**src/rtl/nios_custom_dma_pkg.sv**
```systemverilog
// Shared types and helpers for the custom DMA write master.
// Holds the FSM state encoding and the final-word byteenable decode.
package nios_custom_dma_pkg;

  localparam int BYTES_PER_WORD = 4;

  typedef enum logic [1:0] {
    IDLE = 2'd0,
    XFER = 2'd1,
    DONE = 2'd2
  } state_t;

  // Byte lanes of the last word, keyed by length[1:0]; 0 means a full word.
  function automatic logic [3:0] last_be(input logic [1:0] rem);
    case (rem)
      2'd1:    last_be = 4'b0001;
      2'd2:    last_be = 4'b0011;
      2'd3:    last_be = 4'b0111;
      default: last_be = 4'b1111;
    endcase
  endfunction

endpackage

```
**src/rtl/nios_custom_dma_write_master.sv**
```systemverilog
// Avalon-MM write master: drains a 32-bit valid/ready stream into a slave,
// one word per cycle, honouring waitrequest, abort and a partial last word.
module nios_custom_dma_write_master
  import nios_custom_dma_pkg::*;
#(
  parameter int ADDR_W = 32,
  parameter int LEN_W  = 16,
  parameter int DATA_W = 32
) (
  input  logic                clk,
  input  logic                reset,
  input  logic                ctl_start,
  input  logic [ADDR_W-1:0]   ctl_base_addr,
  input  logic [LEN_W-1:0]    ctl_length,
  input  logic                ctl_abort,
  output logic                ctl_busy,
  output logic                ctl_done,
  output logic                ctl_aborted,
  input  logic [DATA_W-1:0]   st_data,
  input  logic                st_valid,
  output logic                st_ready,
  output logic [ADDR_W-1:0]   avm_address,
  output logic [DATA_W/8-1:0] avm_byteenable,
  output logic                avm_write,
  output logic [DATA_W-1:0]   avm_writedata,
  input  logic                avm_waitrequest
);

  state_t                r_state;
  logic [ADDR_W-1:0]     r_addr;
  logic [LEN_W-2:0]      r_words;
  logic [1:0]            r_rem;
  logic                  r_aborted;
  logic [ADDR_W-1:0]     r_address;
  logic [DATA_W/8-1:0]   r_byteenable;
  logic                  r_write;
  logic [DATA_W-1:0]     r_writedata;

  logic [LEN_W-2:0]      w_len_words;
  logic                  w_ready;
  logic                  w_accept;
  logic                  w_complete;
  logic                  w_exit;
  logic [DATA_W/8-1:0]   w_be;

  // ceil(len/4): whole words plus one more if any bytes remain.
  assign w_len_words = {1'b0, ctl_length[LEN_W-1:2]}
                     + {{(LEN_W-2){1'b0}}, |ctl_length[1:0]};

  assign w_complete = r_write && !avm_waitrequest;
  assign w_ready    = (r_state == XFER) && (r_words != '0) && !ctl_abort
                   && (!r_write || !avm_waitrequest);
  assign w_accept   = w_ready && st_valid;
  assign w_exit     = ((r_words == '0) || ctl_abort) && (!r_write || w_complete);
  assign w_be       = (r_words == (LEN_W-1)'(1)) ? last_be(r_rem) : '1;

  // NOTE: every register below uses <= so all updates see pre-edge values.
  always_ff @(posedge clk or posedge reset) begin
    if (reset) begin
      r_state      <= IDLE;
      r_addr       <= '0;
      r_words      <= '0;
      r_rem        <= '0;
      r_aborted    <= 1'b0;
      r_address    <= '0;
      r_byteenable <= '0;
      r_write      <= 1'b0;
      r_writedata  <= '0;
    end else begin
      case (r_state)
        IDLE: begin
          if (ctl_start) begin
            r_addr    <= {ctl_base_addr[ADDR_W-1:2], 2'b00};
            r_words   <= w_len_words;
            r_rem     <= ctl_length[1:0];
            r_aborted <= 1'b0;
            r_state   <= (ctl_length == '0) ? DONE : XFER;
          end
        end
        XFER: begin
          if (w_accept) begin
            r_writedata  <= st_data;
            r_address    <= r_addr;
            r_byteenable <= w_be;
            r_write      <= 1'b1;
            r_addr       <= r_addr + ADDR_W'(BYTES_PER_WORD);
            r_words      <= r_words - (LEN_W-1)'(1);
          end else if (w_complete) begin
            r_write <= 1'b0;
          end
          // Words still owed at exit means abort, not exhaustion, ended it.
          if (w_exit) begin
            r_state   <= DONE;
            r_aborted <= (r_words != '0);
          end
        end
        DONE:    r_state <= IDLE;
        default: r_state <= IDLE;
      endcase
    end
  end

  assign ctl_busy       = (r_state != IDLE);
  assign ctl_done       = (r_state == DONE);
  assign ctl_aborted    = r_aborted;
  assign st_ready       = w_ready;
  assign avm_address    = r_address;
  assign avm_byteenable = r_byteenable;
  assign avm_write      = r_write;
  assign avm_writedata  = r_writedata;

endmodule

```
**config.mk**
```make
export PLATFORM = sky130hd
export DESIGN_NAME = nios_custom_dma_write_master
export DESIGN_NICKNAME = d
export VERILOG_FILES = /design/src/rtl/nios_custom_dma_pkg.sv /design/src/rtl/nios_custom_dma_write_master.sv
export SDC_FILE = /design/constraint.sdc
export NUM_CORES = 1
export LEC_CHECK = 0
export CAP_MARGIN = 10
export CELL_PAD_IN_SITES_DETAIL_PLACEMENT = 1
export CELL_PAD_IN_SITES_GLOBAL_PLACEMENT = 1
export CORE_UTILIZATION = 40
export CTS_CLUSTER_DIAMETER = 100
export DETAILED_ROUTE_END_ITERATION = 8
export PLACE_DENSITY = 0.94
export REMOVE_ABC_BUFFERS = 1
export SETUP_SLACK_MARGIN = 0.3
export SLEW_MARGIN = 40
export SYNTH_ARGS = -nofsm -noshare
export SYNTH_HDL_FRONTEND = slang
export SYNTH_SLANG_ARGS = --single-unit
```
**constraint.sdc**
```tcl
create_clock -name clk -period 6.3 [get_ports clk]
set_clock_uncertainty 0.15 [all_clocks]
set_input_delay 0.63 -clock clk [delete_from_list [all_inputs] [get_ports clk]]
set_output_delay 0.63 -clock clk [all_outputs]
set_load 0.03 [all_outputs]
```
==> out/results.tsv <==
stage	metric	value	unit
setup_path	crit_cells	4	
setup_path	cp_max_fo	9	
cts	postCtsSetupRepairBufs	0	
cts	ctsResizeCount	0	
setup_path	start_kind	flop	
synth	synth_ff_type	dfrtp_1	
routing	drtIter0Drc	227	
timing	tns	0	ps
pwr	power_frac_comb	46.0	%
routing	wl_per_cell	19.8	um
place	gp_congestion	0.852	
cts	cts_inserted_buffers	17	
pwr	p_leak	3.37	nW
floorplan	chipWidth	124	um
pwr	powerDensity	569	nW/um2
routing	firstDrtPassIters	4	
timing	worstMarginPinSlew	801	ps
setup_path	r2r_end	avm_writedata[0]$_DFFE_PP0P_	
cts	clock-root-buffer	clkbuf_16	
synth	synth_cells	589	
setup_path	worstRegToRegCells	5	
timing	finalHoldViolations	0	
synth	synth_cell_types	57	
global_routing	overflow	0	
cts	clk_pin_slew	50	ps
timing	max_freq	270	MHz
routing	vias_per_cell	5.69	
routing	ant_nets	0	
synth	avgSynthCellArea	10.1	um2
worst_hold_path	hp-start	avm_byteenable[2]$_DFFE_PP0P_	
synth	ys_warn_count	0	
synth	yosysSeqAreaShare	49.0	%
setup_path	cp-startpoint	r_words[4]$_DFFE_PP0P_	
pwr	internal_power	2.77	mW
pwr	swShare	41.1	%
setup_path	crit_family	simple AND/OR/NAND/NOR gates	
global_routing	antenna_found_initial	0	
floorplan	dieArea	15400	um2
place	place_hpwl	12800	um
setup_path	cp.required	5520	ps
cts	clock_latency	410	ps
setup_path	reg2reg_slack	3120	ps
floorplan	fp.dieH	124	um
synth	synth_edf_count	0	
run_status	status	finished clean	
worst_hold_path	hold_class	flop to flop	
cts	cts_tree	done	
place	port_buffers	154	
finish	area_delta_synth_final	38.4	%
pwr	pwr-share-seq	31.2	%
setup_path	arrival	2920	ps
global_routing	grt_first_pass_wirelength	29100	um
synth	netlist_area	5970	um2
setup_path	worstSetupEndpointType	primary output	
timing	timing.final.crit_share	58.8	%
timing	max-slew-margin-rel	46.5	%
pwr	peakVddDrop	220	uV
timing	slew_violations	0	
cts	cts_buffer_depth	2	
finish	fin_cells	925	
place	dp.cells	893	
global_routing	grt_usage	24.9	%
routing	vias	5259	
finish	nets	821	
global_routing	grt_max_degree	74	
global_routing	grt_pass1_vias	5639	
cts	cts_sinks	117	
timing	setup_viol	0	
setup_path	critical-path-slowest-cell	or4_1	
floorplan	initial_core_util	41.1	%
timing	finalCriticalPeriod	3700	ps
setup_path	critPathCapture	st_ready	
setup_path	rr_startpoint	r_words[4]$_DFFE_PP0P_	
timing	rsz0062_at_grt	false	
synth	ys_ff_latch	117	
pwr	power.switching	1.94	mW
floorplan	io_pins	159	
setup_path	crit_path_cell_trace	or4_1 > or4_4 > and3_1 > clkdlybuf4s50_1	
cts	holdBufCountCts	0	
cts	cts-htree-levels	4	
floorplan	rows	44	
finish	layout-drive-gt1-share	15.0	%
finish	antenna_cells	0	
setup_path	critPathMaxStageDelay	710	ps
setup_path	cp_num_buf_inv	1	
synth	async_reset_ff_share	100	%
pwr	p_clk_share	22.7	%
finish	fillCellCount	1585	
routing	wl	18300	um
finish	seqCellArea	2930	um2
floorplan	fp.coreArea	14500	um2
pwr	power.total	4.71	mW
setup_path	crit_type	flop to primary output	
job	cap_violations	0	
finish	multi_input_area	2780	um2
routing	drc	0	
## how the worst min path moves through the flow
| stage | to | slack (ps) | cells past startpoint |
|---|---|---|---|
| after global routing | avm_byteenable[2]$_DFFE_PP0P_ | 370 | 1 |
| after detailed placement | avm_byteenable[2]$_DFFE_PP0P_ | 330 | 1 |
| after global placement | avm_byteenable[0]$_DFFE_PP0P_ | 300 | 1 |
| after CTS | avm_byteenable[2]$_DFFE_PP0P_ | 340 | 1 |
| final | avm_byteenable[2]$_DFFE_PP0P_ | 330 | 1 |
| after floorplan | r_words[10]$_DFFE_PP0P_ | 300 | 1 |
## through the flow
step | hold WS [ps] | setup WS [ps] | area [um2] | utilization, %
floorplan | 300 | 273 | 5740 | -
global placement | 302 | 2940 | 7580 | 52.2
detailed placement | 325 | 3050 | 7610 | 52.4
CTS | 338 | 2590 | 8270 | 56.9
global route | 366 | 2510 | 8270 | 56.9
finish | 332 | 2600 | 8270 | 56.9
## kinds of logic (layout without fill, tap and decap cells)
family	Yosys count	in the layout	share of synthesized area [%]
buf+inv	58	209	4.99
simple gates	166	166	14.0
other cells	1	2	0.0628
mux	58	58	11.5
flops	117	117	49.0
fa+ha+maj	7	7	1.47
xor+xnor	11	11	1.61
compound gates	171	171	17.3
## layout make-up
class / count / share of cell area, %
Timing Repair Buffer: 160 / 19.4
Clock inverter: 12 / 2.42
Inverter: 17 / 0.802
Clock buffer: 20 / 5.52
Sequential cell: 117 / 35.4
Multi-Input combinational cell: 415 / 33.7
Tap cell: 184 / 2.78
## cell usage after synthesis, types with 4 or more instances
cell type / count / area [um2]
a21oi_1: 63 / 315
a31o_2: 6 / 52.6
a31oi_1: 5 / 31.3
and3_1: 4 / 25.0
buf_2: 4 / 20.0
buf_4: 7 / 52.6
clkbuf_1: 23 / 86.3
dfrtp_1: 117 / 2930
ha_1: 7 / 87.6
inv_1: 17 / 63.8
mux2_2: 47 / 529
mux2_4: 10 / 150
nand2_1: 41 / 154
nand2b_1: 4 / 25.0
nand3_1: 18 / 90.1
nand4_1: 14 / 87.6
nor2_1: 30 / 113
nor3_1: 19 / 95.1
nor4_1: 13 / 81.3
o21ai_0: 47 / 235
o22a_1: 5 / 43.8
o22ai_1: 12 / 75.1
or3_1: 4 / 25.0
or4_1: 6 / 45.0
xnor2_1: 4 / 35.0
xor2_1: 7 / 61.3
## power groups by stage
| stage | Clock, mW | Combinational (mW) | Sequential (mW) |
|---|---|---|---|
| floorplan | 0 | 0.925 | 1.81 |
| global placement | 0 | 2.04 | 1.42 |
| detailed placement | 0 | 2.16 | 1.47 |
| CTS | 1.09 | 2.18 | 1.47 |
| global route | 1.12 | 2.34 | 1.52 |
| finish | 1.07 | 2.17 | 1.47 |
## flip-flops by register name (all words and copies together), names as in the netlist
name            cells
avm_writedata      32
avm_address        30
r_addr             30
r_words            15
avm_byteenable      4
r_rem               2
r_state             2
avm_write           1
ctl_aborted         1
## worst reg2reg max path, delay by kind of cell (launching register included)
family | cells | cell delay, ps
AND/OR/NAND/NOR | 3 | 1750
buffers and inverters | 1 | 300
multiplexers | 1 | 390
flip-flops | 1 | 470
## layout by cell type (no fill, tap or decap), types with 6 or more instances in the layout
cell type	synthesis	final
clkdlybuf4s50_1	0	154
dfrtp_1	117	117
a21oi_1	63	63
o21ai_0	47	47
mux2_2	47	47
nand2_1	41	41
nor2_1	30	30
nor3_1	19	19
nand3_1	18	18
clkbuf_16	0	17
inv_1	17	16
nand4_1	14	14
nor4_1	13	12
o22ai_1	12	12
mux2_4	10	10
xor2_1	7	7
ha_1	7	7
or4_1	6	6
a31o_2	6	6
## layer usage
layer	track usage [%]	wire length, um
met5	0	0
met3	4.90	843
met1	29.5	7600
met2	44.8	9660
met4	8.41	237
No activity file was read; power rests on OpenSTA's default activity.
